===== src/rtl/cg_enable_ctrl.sv =====
// cg_enable_ctrl
//
// Always-on idle-detect controller that produces the enable for the
// cgcontrol clock-gating cell. It counts consecutive idle cycles of the
// downstream domain. It then requests sleep with a req/ack handshake and
// drops the gate enable once the request is acknowledged. On wake or force
// it restores the clock, and raises ready_o after a fixed settle time.
//
// Optional feature macro: CG_STATS_EN
//   defined   -> gated_cycles_o counts edges with cg_en_o low (saturating)
//   undefined -> gated_cycles_o is tied to zero
//
// Handshake semantics (sleep_req_o / sleep_ack_i):
//   sleep_req_o rises when the controller wants to gate and stays high
//   through DRAIN and GATED. The downstream raises sleep_ack_i once it has
//   quiesced. In DRAIN, a sampled ack with no competing activity, wake or
//   force moves the FSM to GATED. Any non-idle sample in DRAIN withdraws
//   the request, and this abort wins over a same-cycle ack. After wake the
//   request drops, and ready_o is withheld until the downstream has
//   released sleep_ack_i.
//
// Every output comes straight from a flop. cg_en_o therefore changes only
// on a rising clk edge and stays stable through the low phase that the
// cgcontrol latch is transparent in.

module cg_enable_ctrl #(
    parameter int IDLE_CYCLES = 16,
    parameter int WAKE_CYCLES = 2,
    parameter int CNT_W       = 8,
    parameter int STAT_W      = 32
) (
    input  logic              clk,
    input  logic              rst_n,
    input  logic              activity_i,
    input  logic              wake_i,
    input  logic              force_on_i,
    input  logic              sleep_ack_i,
    output logic              sleep_req_o,
    output logic              cg_en_o,
    output logic              ready_o,
    output logic [1:0]        state_o,
    output logic [STAT_W-1:0] gated_cycles_o
);

    typedef enum logic [1:0] {
        ST_RUN   = 2'd0,
        ST_DRAIN = 2'd1,
        ST_GATED = 2'd2,
        ST_WAKE  = 2'd3
    } state_e;

    // Terminal counter values, sized once so the compares match in width.
    localparam logic [CNT_W-1:0] IDLE_LAST = CNT_W'(IDLE_CYCLES - 1);
    localparam logic [CNT_W-1:0] WAKE_LAST = CNT_W'(WAKE_CYCLES - 1);
    localparam logic [CNT_W-1:0] CNT_ONE   = CNT_W'(1);

    state_e           state_q, state_d;
    logic             cg_en_q, cg_en_d;
    logic             ready_q, ready_d;
    logic             sleep_req_q, sleep_req_d;
    logic [CNT_W-1:0] idle_cnt_q, idle_cnt_d;
    logic [CNT_W-1:0] wake_cnt_q, wake_cnt_d;

    // An idle sample has no activity, no wake request and no debug force.
    logic idle_sample;
    assign idle_sample = ~activity_i & ~wake_i & ~force_on_i;

    // Next-state and registered-output logic of the gating FSM.
    always_comb begin
        state_d     = state_q;
        cg_en_d     = cg_en_q;
        ready_d     = ready_q;
        sleep_req_d = sleep_req_q;
        idle_cnt_d  = idle_cnt_q;
        wake_cnt_d  = wake_cnt_q;

        unique case (state_q)
            ST_RUN: begin
                cg_en_d     = 1'b1;
                ready_d     = 1'b1;
                sleep_req_d = 1'b0;
                if (idle_sample) begin
                    if (idle_cnt_q == IDLE_LAST) begin
                        // Enough consecutive idle samples: ask to sleep.
                        state_d     = ST_DRAIN;
                        sleep_req_d = 1'b1;
                        ready_d     = 1'b0;
                        idle_cnt_d  = '0;
                    end else begin
                        idle_cnt_d = idle_cnt_q + CNT_ONE;
                    end
                end else begin
                    idle_cnt_d = '0;
                end
            end

            ST_DRAIN: begin
                cg_en_d     = 1'b1;
                sleep_req_d = 1'b1;
                ready_d     = 1'b0;
                if (!idle_sample) begin
                    // Abort has priority over a coincident acknowledge.
                    state_d     = ST_RUN;
                    sleep_req_d = 1'b0;
                    ready_d     = 1'b1;
                    idle_cnt_d  = '0;
                end else if (sleep_ack_i) begin
                    state_d = ST_GATED;
                    cg_en_d = 1'b0;
                end
            end

            ST_GATED: begin
                // activity_i comes from the stopped domain, so it is ignored.
                cg_en_d     = 1'b0;
                sleep_req_d = 1'b1;
                ready_d     = 1'b0;
                if (wake_i || force_on_i) begin
                    state_d     = ST_WAKE;
                    cg_en_d     = 1'b1;
                    sleep_req_d = 1'b0;
                    wake_cnt_d  = WAKE_LAST;
                end
            end

            ST_WAKE: begin
                cg_en_d     = 1'b1;
                sleep_req_d = 1'b0;
                ready_d     = 1'b0;
                if (wake_cnt_q != '0) begin
                    wake_cnt_d = wake_cnt_q - CNT_ONE;
                end else if (!sleep_ack_i) begin
                    // Clock has settled and the downstream released its ack.
                    state_d    = ST_RUN;
                    ready_d    = 1'b1;
                    idle_cnt_d = '0;
                end
            end

            default: begin
                state_d     = ST_RUN;
                cg_en_d     = 1'b1;
                ready_d     = 1'b1;
                sleep_req_d = 1'b0;
                idle_cnt_d  = '0;
                wake_cnt_d  = '0;
            end
        endcase
    end

    // State and output registers. Reset forces the clock on from any state.
    always_ff @(posedge clk or negedge rst_n) begin
        if (!rst_n) begin
            state_q     <= ST_RUN;
            cg_en_q     <= 1'b1;
            ready_q     <= 1'b1;
            sleep_req_q <= 1'b0;
            idle_cnt_q  <= '0;
            wake_cnt_q  <= '0;
        end else begin
            state_q     <= state_d;
            cg_en_q     <= cg_en_d;
            ready_q     <= ready_d;
            sleep_req_q <= sleep_req_d;
            idle_cnt_q  <= idle_cnt_d;
            wake_cnt_q  <= wake_cnt_d;
        end
    end

    assign cg_en_o     = cg_en_q;
    assign ready_o     = ready_q;
    assign sleep_req_o = sleep_req_q;
    assign state_o     = state_q;

`ifdef CG_STATS_EN
    localparam logic [STAT_W-1:0] STAT_ONE = STAT_W'(1);

    logic [STAT_W-1:0] gated_q, gated_d;

    // Saturating count of edges that see the gate enable low.
    always_comb begin
        gated_d = gated_q;
        if (!cg_en_q && (gated_q != '1)) begin
            gated_d = gated_q + STAT_ONE;
        end
    end

    // Statistic register; cleared only by reset.
    always_ff @(posedge clk or negedge rst_n) begin
        if (!rst_n) begin
            gated_q <= '0;
        end else begin
            gated_q <= gated_d;
        end
    end

    assign gated_cycles_o = gated_q;
`else
    assign gated_cycles_o = '0;
`endif

endmodule


===== config.mk =====
export PLATFORM = sky130hd
export DESIGN_NAME = cg_enable_ctrl
export DESIGN_NICKNAME = d
export VERILOG_FILES = /design/src/rtl/cg_enable_ctrl.sv
export SDC_FILE = /design/constraint.sdc
export NUM_CORES = 1
export LEC_CHECK = 0
export CORE_ASPECT_RATIO = 1.75
export CORE_MARGIN = 10
export CORE_UTILIZATION = 43
export DETAILED_ROUTE_END_ITERATION = 8
export PLACE_DENSITY = 0.84
export SYNTH_ARGS = -nofsm -noshare
export SYNTH_HDL_FRONTEND = slang
export SYNTH_SLANG_ARGS = --single-unit

===== constraint.sdc =====
create_clock -name clk -period 1.7 [get_ports clk]
set_input_delay 0.255 -clock clk [delete_from_list [all_inputs] [get_ports clk]]
set_output_delay 0.255 -clock clk [all_outputs]
set_load 0.01 [all_outputs]

==> results of run 1 <==
-- final cells by class --
class                   count  share of cell area
multi-input cells         137               0.445
flip-flops and latches     21               0.269
repair buffers             53               0.218
well taps                  45              0.0285
clock buffers               3              0.0209
inverters                   9              0.0171
clock inverters             1             0.00254
-- power by group --
| group | total (mW) | switching [mW] | internal [mW] |
|---|---|---|---|
| sequential | 0.501 | 0.000840 | 0.500 |
| clock | 0.330 | 0.166 | 0.163 |
| combinational | 0.0884 | 0.0624 | 0.0260 |
-- timing repair --
action                                  in CTS  in global routing
pin swaps                                    8                  9
buffers inserted                             7                  3
endpoints found under the setup margin      13                 17
resized for setup                           18                 13
-- Yosys cell counts, types with 2 or more instances --
master	number	area share
a21oi_1	4	0.014
and3_1	2	0.0085
buf_4	32	0.16
o21ai_0	11	0.037
dfstp_2	2	0.036
nand4b_1	2	0.012
o21ai_1	2	0.0068
dfrtp_1	19	0.32
or3_1	2	0.0085
nand3_1	9	0.031
nand4_1	5	0.021
ha_1	7	0.059
inv_1	9	0.023
o31ai_1	3	0.015
nor3_1	3	0.010
xor2_1	5	0.030
nand2_1	11	0.028
nor2_1	21	0.053
-- layout by cell type (no fill, tap or decap), types with 6 or more instances in the layout --
cell type | synthesis | final
nor2_1 | 21 | 20
o21ai_1 | 2 | 6
conb_1 | 1 | 32
nand3_1 | 9 | 9
o21ai_0 | 11 | 6
buf_4 | 32 | 41
dfrtp_1 | 19 | 17
clkdlybuf4s50_1 | 0 | 6
nand2_1 | 11 | 10
inv_1 | 9 | 6
-- cells by family after synthesis --
family / share of synthesized area
flops: 0.358
xor+xnor: 0.0357
buf+inv: 0.196
simple gates: 0.233
other cells: 0.00254
fa+ha+maj: 0.0594
compound gates: 0.107
mux: 0.00764
-- sequential cells by signal, summed over array words and instances, names as in the netlist, named ones only --
name and cells:
cg_en_o 1, idle_cnt_q 8, ready_o 1, sleep_req_o 1
state_o 1, wake_cnt_q 8
-- critical path, stage by stage, from the launching register on --
cell,delay [ns]
dfrtp_2,0.46
buf_6,0.13
ha_4,0.15
or3_4,0.36
nor2_4,0.09
or4b_4,0.46
o21ai_2,0.06
-- worst paths after layout --
check                                          startpoint                         to  cells past startpoint
worst min register to register  wake_cnt_q[7]$_DFFE_PN0P_  wake_cnt_q[7]$_DFFE_PN0P_                      2
worst max register to register     state_o[0]$_DFFE_PN0P_  idle_cnt_q[3]$_DFFE_PN0P_                      6
worst min-delay path                                rst_n  wake_cnt_q[6]$_DFFE_PN0P_                      2
min in group clk                wake_cnt_q[7]$_DFFE_PN0P_  wake_cnt_q[7]$_DFFE_PN0P_                      2
max in group asynchronous                           rst_n          ready_o$_DFF_PN1_                      2
worst max-delay path               state_o[0]$_DFFE_PN0P_  idle_cnt_q[3]$_DFFE_PN0P_                      6
-- layer usage --
| metal | GRT usage | up-vias |
|---|---|---|
| met2 | 0.198 | 48 |
| met1 | 0.118 | 621 |
| met4 | 0.0579 | 0 |
| met3 | 0.0266 | 9 |
| li1 | - | 634 |
| met5 | 0 | - |
-- through the flow --
step	util	setup TNS (ns)	instances	worst slack, ns	hold slack (ns)
2_1_floorplan	-	-0.189	201	-0.128	-0.0406
3_3_place_gp	0.530	-4.34	255	-0.513	0.528
3_5_place_dp	0.530	-5.02	255	-0.573	0.543
4_1_cts	0.570	-0.199	266	-0.0595	0.351
5_1_grt	0.593	-1.28	269	-0.150	0.359
6_report	0.593	-0.290	269	-0.0857	0.334
==> results.tsv, run 1 <==
metric	value	unit
die-area	6260	sq um
synth.distinct_cells	39	
avgSynthCellArea	8.67	sq um
area_delta_synth_final	33.9	%
stdcell_area	1970	sq um
rsz0062_at_grt	true	
multi_input_area	877	sq um
gp_congestion	0.816	
synth-seq-cells	21	
drt-wirelength-per-cell	13.6	um
ctsHtreeMaxLevel	1	
firstDrtPassIters	4	
drive_above_1_share	0.326	
setup_viol	5	
grt_max_degree	22	
numCtsBuffers	3	
required	1.89	ns
numPortBuffers	10	
die_w	64.3	um
rows	28	
track_usage	0.113	
drc	0	
irDropWorstVdd	0.000284	V
dr_wl_met2	1.84	mm
ant_nets	0	
synth_area	1470	sq um
drtIter0Drc	50	
start_util	0.443	
cts_hold_buf	0	
ys_warn_count	0	
p_leak	0.987	nW
core-area	3330	sq um
cts_root_buffer	clkbuf_8	
hold_path.class	in -> async	
wl	3.67	mm
async_reset_ff_frac	1.00	
clockBufferDepth	2	
dr_wl_met3	175	um
dpl_cell_area	1760	sq um
fill_cells	293	
path_clk_slew	0.08	ns
tritoncts	yes	
hpwl	2.76	mm
first_global_vias	1431	
syn-instance-count	170	
vias_per_cell	4.88	
dr.max_layer_used	met4	
worstSetupEndpointType	flip-flop	
r2r_slack	-0.09	ns
cts_sinks	21	
violations	negative setup slack	
via_count	1312	
maxSlewViolCount	0	
worstPathMaxFanout	4	
grt-ovfl-total	0	
clkLatencyLatePin	0.26	ns
antenna_cells	0	
max_freq	560	MHz
grt_antenna_before_repair	0	
powerDensity	466	nW/um^2
arrival	1.98	ns
min_period_over_period	1.05	
start_kind	flip-flop	
path_class	reg -> reg	
io_pins	43	
fin_nets	238	
layout_min_cycle_time	1.79	ns
fin_skew	0.00477	ns
cap_violations	0	
timing_hold_violations_final	0	
yosysSeqAreaShare	0.358	
ys.flop_type	dfrtp_1	
p_total	0.919	mW
outcome	finished with violations	
fin_ws	-0.0857	ns
seq_area	531	sq um
grt_pass1_wl	5.94	mm
wl_met1	1.55	mm
die_h	97.5	um
synth_edf_count	0	
Note: power is estimated with default switching activity, not from simulation.
==> inputs of run 2 (changes only) <==
- CORE_UTILIZATION: 43 -> 51
- PLACE_DENSITY: 0.84 -> 0.92
- clock period: 1.7 -> 2.15 ns (I/O delays scaled with it)
==> results.tsv, run 2 (synthesized netlist as in run 1, its figures left out) <==
metric	value	unit	change
outcome	finished clean		
grt-ovfl-total	0		unchanged
reg2reg_to	idle_cnt_q[3]$_DFFE_PN0P_		
postCtsSetupBuffers	0		-7
r2r_cells	7		+1
drive_above_1_share	0.119		-0.207
holdWs	0.406	ns	+0.0715 ns
wl	3.25	mm	-11%
area_delta_synth_final	9.76	%	
clkPwrFrac	0.359		about the same
path_class	in -> reg		
irDropWorstVdd	0.000300	V	+5.3%
p_sw_frac	0.246		-0.00328
arrival	2.18	ns	+0.20 ns
final_common_cell	conb_1		
combPwrFrac	0.091		-0.005
cap_violations	0		unchanged
power.internal	0.543	mW	-21%
io_pins	43		unchanged
pwr-share-seq	0.550		+0.005
track_usage	0.115		+0.00281
start_util	0.535		+0.0926
via_count	1175		-10%
pre_cts_ws	-0.242	ns	+0.331 ns
finish.utilization	0.588		-0.00513
p_switching	0.178	mW	-23%
required	2.30	ns	+0.41 ns
fill_cells	243		-17%
rows	25		-11%
die_w	60.6	um	-5.6%
layout_common_cells	conb_1 (32), nor2_1 (21), dfrtp_1 (19)		
cts_sinks	21		unchanged
powerDensity	446	nW/um^2	-4.4%
tritoncts	yes		
clockBufferDepth	2		unchanged
fin_nets	207		-13%
min_period_over_period	0.947		
firstDrtPassIters	4		unchanged
p_leak	0.804	nW	-19%
startpoint	wake_i		
numPortBuffers	10		unchanged
clkLatencyLatePin	0.26	ns	about the same
ant_nets	0		unchanged
worstPathMaxFanout	4		unchanged
drt-wirelength-per-cell	14.8	um	+8.4%
worstSetupEndpointType	flip-flop		
max_freq	491	MHz	
fin_ws	0.113	ns	+0.199 ns
rr_startpoint	state_o[0]$_DFFE_PN0P_		
largestRegisters	idle_cnt_q x8, wake_cnt_q x8		
die_h	91.1	um	-6.5%
start_kind	input pin		
setup_viol	0		-5
final_cells	220		-18%
grt_pass1_wl	5.16	mm	-13%
gp_congestion	0.830		+1.8%
numCtsBuffers	3		unchanged
ctsHtreeMaxLevel	1		unchanged
die-area	5520	sq um	-12%
drtIter0Drc	66		+32%
hold_path.class	in -> async		
drc	0		unchanged
maxSlewViolCount	0		unchanged
layout_min_cycle_time	2.04	ns	
r2r_slack	0.12	ns	+0.21 ns
vias_per_cell	5.34		+9.5%
core-area	2750	sq um	-17%
first_global_vias	1217		-15%
path_clk_slew	0.08	ns	about the same
grt_antenna_before_repair	0		unchanged
cts_root_buffer	clkbuf_8		
hpwl	2.60	mm	-5.8%
fin_skew	0.00227	ns	-0.00250 ns
antenna_cells	0		unchanged
placed_cells	216		-15%
timing_hold_violations_final	0		unchanged
grt_max_degree	22		unchanged
run 2: cell count changes in the layout (fill, tap and decap cells not counted), sizes merged:
cell	before	now
buf	44	12
clkdlybuf4s15	1	0
clkdlybuf4s50	6	10
dlygate4sd2	2	0
run 2: what timing repair did:
action,in CTS,in global routing
setup endpoints to repair,0,1
hold endpoints to repair,0,0
hold buffers,0,0
resized for setup,0,2
run 2: worst min path at each step:
stage | depth (start not counted) | slack [ns] | endpoint | start
2_1_floorplan | 0 | 0.03 | async pin | rst_n
5_1_grt | 2 | 0.44 | wake_cnt_q[0]$_DFFE_PN0P_ | rst_n
4_1_cts | 2 | 0.42 | wake_cnt_q[0]$_DFFE_PN0P_ | rst_n
3_3_place_gp | 1 | 0.45 | idle_cnt_q[7]$_DFFE_PN0P_ | idle_cnt_q[7]$_DFFE_PN0P_
3_5_place_dp | 1 | 0.46 | idle_cnt_q[7]$_DFFE_PN0P_ | idle_cnt_q[7]$_DFFE_PN0P_
6_report | 2 | 0.41 | wake_cnt_q[0]$_DFFE_PN0P_ | rst_n
run 2: critical path, cell delays in order:
cell             delay [ns]
clkdlybuf4s50_1        0.46
or3_4                  0.41
buf_4                  0.15
o31ai_1                0.34
nand4_1                0.16
mux2_1                 0.33
run 2: per-layer routing:
| layer | track usage | vias to the layer above | wire length, um |
|---|---|---|---|
| li1 | - | 571 | - |
| met1 | 0.109 | 556 | 1180 |
| met2 | 0.226 | 42 | 1860 |
| met3 | 0.0223 | 6 | 179 |
| met4 | 0.0349 | 0 | 38 |
| met5 | 0 | - | 0 |
run 2: power groups by stage:
stage	clock, mW	combinational, mW	sequential [mW]
final	0.259	0.0656	0.397
after global routing	0.276	0.0733	0.397
after CTS	0.262	0.0620	0.397
after detailed placement	0	0.0617	0.404
after global placement	0	0.0608	0.404
after floorplan	0	0.0778	0.404
run 2: stage by stage:
stage	TNS (ns)	power [mW]	instance area [sq um]
2_1_floorplan	0	0.482	1590
3_3_place_gp	-0.441	0.465	1560
3_5_place_dp	-0.861	0.466	1560
4_1_cts	0	0.721	1610
5_1_grt	-0.00724	0.746	1620
6_report	0	0.721	1620
run 2: cell type report:
cell class | instances | area, sq um | share of cell area
Sequential cell | 21 | 528 | 0.326
Clock buffer | 3 | 41.3 | 0.0255
Clock inverter | 1 | 5.00 | 0.00309
Timing Repair Buffer | 22 | 190 | 0.118
Multi-Input combinational cell | 137 | 786 | 0.486
Inverter | 9 | 33.8 | 0.0209
Tap cell | 27 | 33.8 | 0.0209
==> inputs of run 3 (changes only) <==
- CELL_PAD_IN_SITES_DETAIL_PLACEMENT: default -> 0
- CELL_PAD_IN_SITES_GLOBAL_PLACEMENT: default -> 2
- CORE_UTILIZATION: 51 -> 29
- PLACE_DENSITY: 0.92 -> 0.91
==> results.tsv, run 3 (synthesized netlist as in run 1, its figures left out) <==
metric	value	unit	change
path_clk_slew	0.08	ns	about the same
ant_nets	0		unchanged
maxSlewViolCount	0		unchanged
min_period_over_period	0.940		-0.00731
path_buf_inv	1		-1
fin_skew	0.00533	ns	+0.00306 ns
drc	0		unchanged
cpPeakStageDelay	0.43	ns	-0.03 ns
p_total	0.733	mW	+1.6%
hpwl	2.82	mm	+8.4%
setup_tns	0	ns	unchanged
fin_ws	0.129	ns	+0.0157 ns
track_usage	0.0869		-0.0286
gp_congestion	0.780		-6.1%
largestRegisters	idle_cnt_q x8, wake_cnt_q x8		
rows	34		+36%
grt-ovfl-total	0		unchanged
firstDrtPassIters	4		unchanged
ctsHtreeMaxLevel	1		unchanged
grt_antenna_before_repair	0		unchanged
antenna_cells	0		unchanged
core-area	4930	sq um	+79%
cts_root_buffer	clkbuf_8		
start_kind	input pin		
wl	3.57	mm	+9.8%
slowest_stage	clkdlybuf4s50_1		
fin_nets	210		+1.4%
pre_cts_ws	-0.162	ns	+0.0800 ns
finish.utilization	0.342		-0.246
drive_above_1_share	0.143		+0.0237
p_leak	0.814	nW	+1.3%
powerDensity	434	nW/um^2	-2.5%
tightest_slew	0.631	ns	
cap_violations	0		unchanged
worstSetupEndpointType	flip-flop		
tritoncts	yes		
vias_per_cell	4.69		-12%
first_global_vias	1267		+4.1%
fill_cells	533		+120%
worstPathMaxFanout	4		unchanged
setup_viol	0		unchanged
hold_path.class	in -> async		
max_freq	495	MHz	+0.78%
die_h	114	um	+25%
arrival	2.22	ns	+0.04 ns
die-area	8450	sq um	+53%
numCtsBuffers	3		unchanged
start_util	0.299		-0.237
via_count	1173		-0.17%
numPortBuffers	10		unchanged
grt_pass1_wl	5.91	mm	+15%
outcome	finished clean		
cts_sinks	21		unchanged
path_class	in -> reg		
clockBufferDepth	2		unchanged
die_w	73.9	um	+22%
layout_common_cells	conb_1 (32), nor2_1 (21), dfrtp_1 (17)		
holdWs	0.399	ns	-0.00636 ns
slew_headroom	0.580		
drt-wirelength-per-cell	14.3	um	-3.4%
drtIter0Drc	36		-45%
rsz0062_at_grt	false		
postCtsSetupBuffers	0		unchanged
area_delta_synth_final	14.4	%	
irDropWorstVdd	0.000315	V	+5.2%
io_pins	43		unchanged
final_common_cell	conb_1		
timing_hold_violations_final	0		unchanged
required	2.35	ns	+0.05 ns
crit_family	simple AND/OR/NAND/NOR gates		
grt_max_degree	22		unchanged
clkLatencyLatePin	0.27	ns	about the same
cp_cell_sequence	clkdlybuf4s50_1, or3_4, or3_1, nor2_4, or4b_1, o21ai_1		
layout_min_cycle_time	2.02	ns	-0.0157 ns
## run 3: final cells by class
class	count	area (sq um)	share of cell area
tap	54	67.6	0.0401
clock buffer	3	41.3	0.0245
sequential	21	531	0.315
inverter	9	33.8	0.0200
clock inverter	1	5.00	0.00297
timing repair buffer	25	225	0.134
multi-input combinational	137	783	0.464
## run 3: final timing paths
check                                               start                        end  slack, ns  cells after the start
min in group clk                idle_cnt_q[7]$_DFFE_PN0P_  idle_cnt_q[7]$_DFFE_PN0P_       0.47                      1
worst min register to register  idle_cnt_q[7]$_DFFE_PN0P_  idle_cnt_q[7]$_DFFE_PN0P_       0.47                      1
max in group asynchronous                           rst_n          cg_en_o$_DFF_PN1_       1.46                      2
worst max-delay path                               wake_i  idle_cnt_q[3]$_DFFE_PN0P_       0.13                      6
worst min-delay path                                rst_n  idle_cnt_q[7]$_DFFE_PN0P_       0.40                      2
worst max register to register     state_o[0]$_DFFE_PN0P_  idle_cnt_q[3]$_DFFE_PN0P_       0.15                      6
## run 3: metrics by stage
step	std cells	instance area, sq um
2_1_floorplan	201	1590
4_1_cts	250	1670
5_1_grt	250	1690
6_report	250	1690
3_5_place_dp	246	1630
3_3_place_gp	246	1630
## run 3: worst register-to-register path: cells and delay by family, from the launching register on
family / cells / cell delay [ns]
adder cells (fa/ha/maj): 1 / 0.22
buffers and inverters: 1 / 0.15
AND/OR/NAND/NOR: 3 / 1.01
AO/OA/AOI/OAI: 1 / 0.09
flip-flops: 1 / 0.46
## run 3: timing repair
item | 4_1_cts | 5_1_grt
hold buffers | 0 | 0
gates resized for setup | 0 | 4
setup endpoints to repair | 0 | 8
## run 3: layer usage
| metal | routed length (um) | part of all wire | track usage | vias to the layer above |
|---|---|---|---|---|
| li1 | - | - | - | 575 |
| met1 | 1320 | 0.37 | 0.0860 | 553 |
| met2 | 2030 | 0.57 | 0.167 | 41 |
| met3 | 165 | 0.046 | 0.0148 | 4 |
| met4 | 51 | 0.014 | 0.0337 | 0 |
| met5 | 0 | 0 | 0 | - |
## run 3: power by group
group          switching [mW]  internal, mW  leakage [nW]
Combinational          0.0482        0.0202         0.511
Sequential           0.000949         0.396         0.278
Clock                   0.138         0.129        0.0255
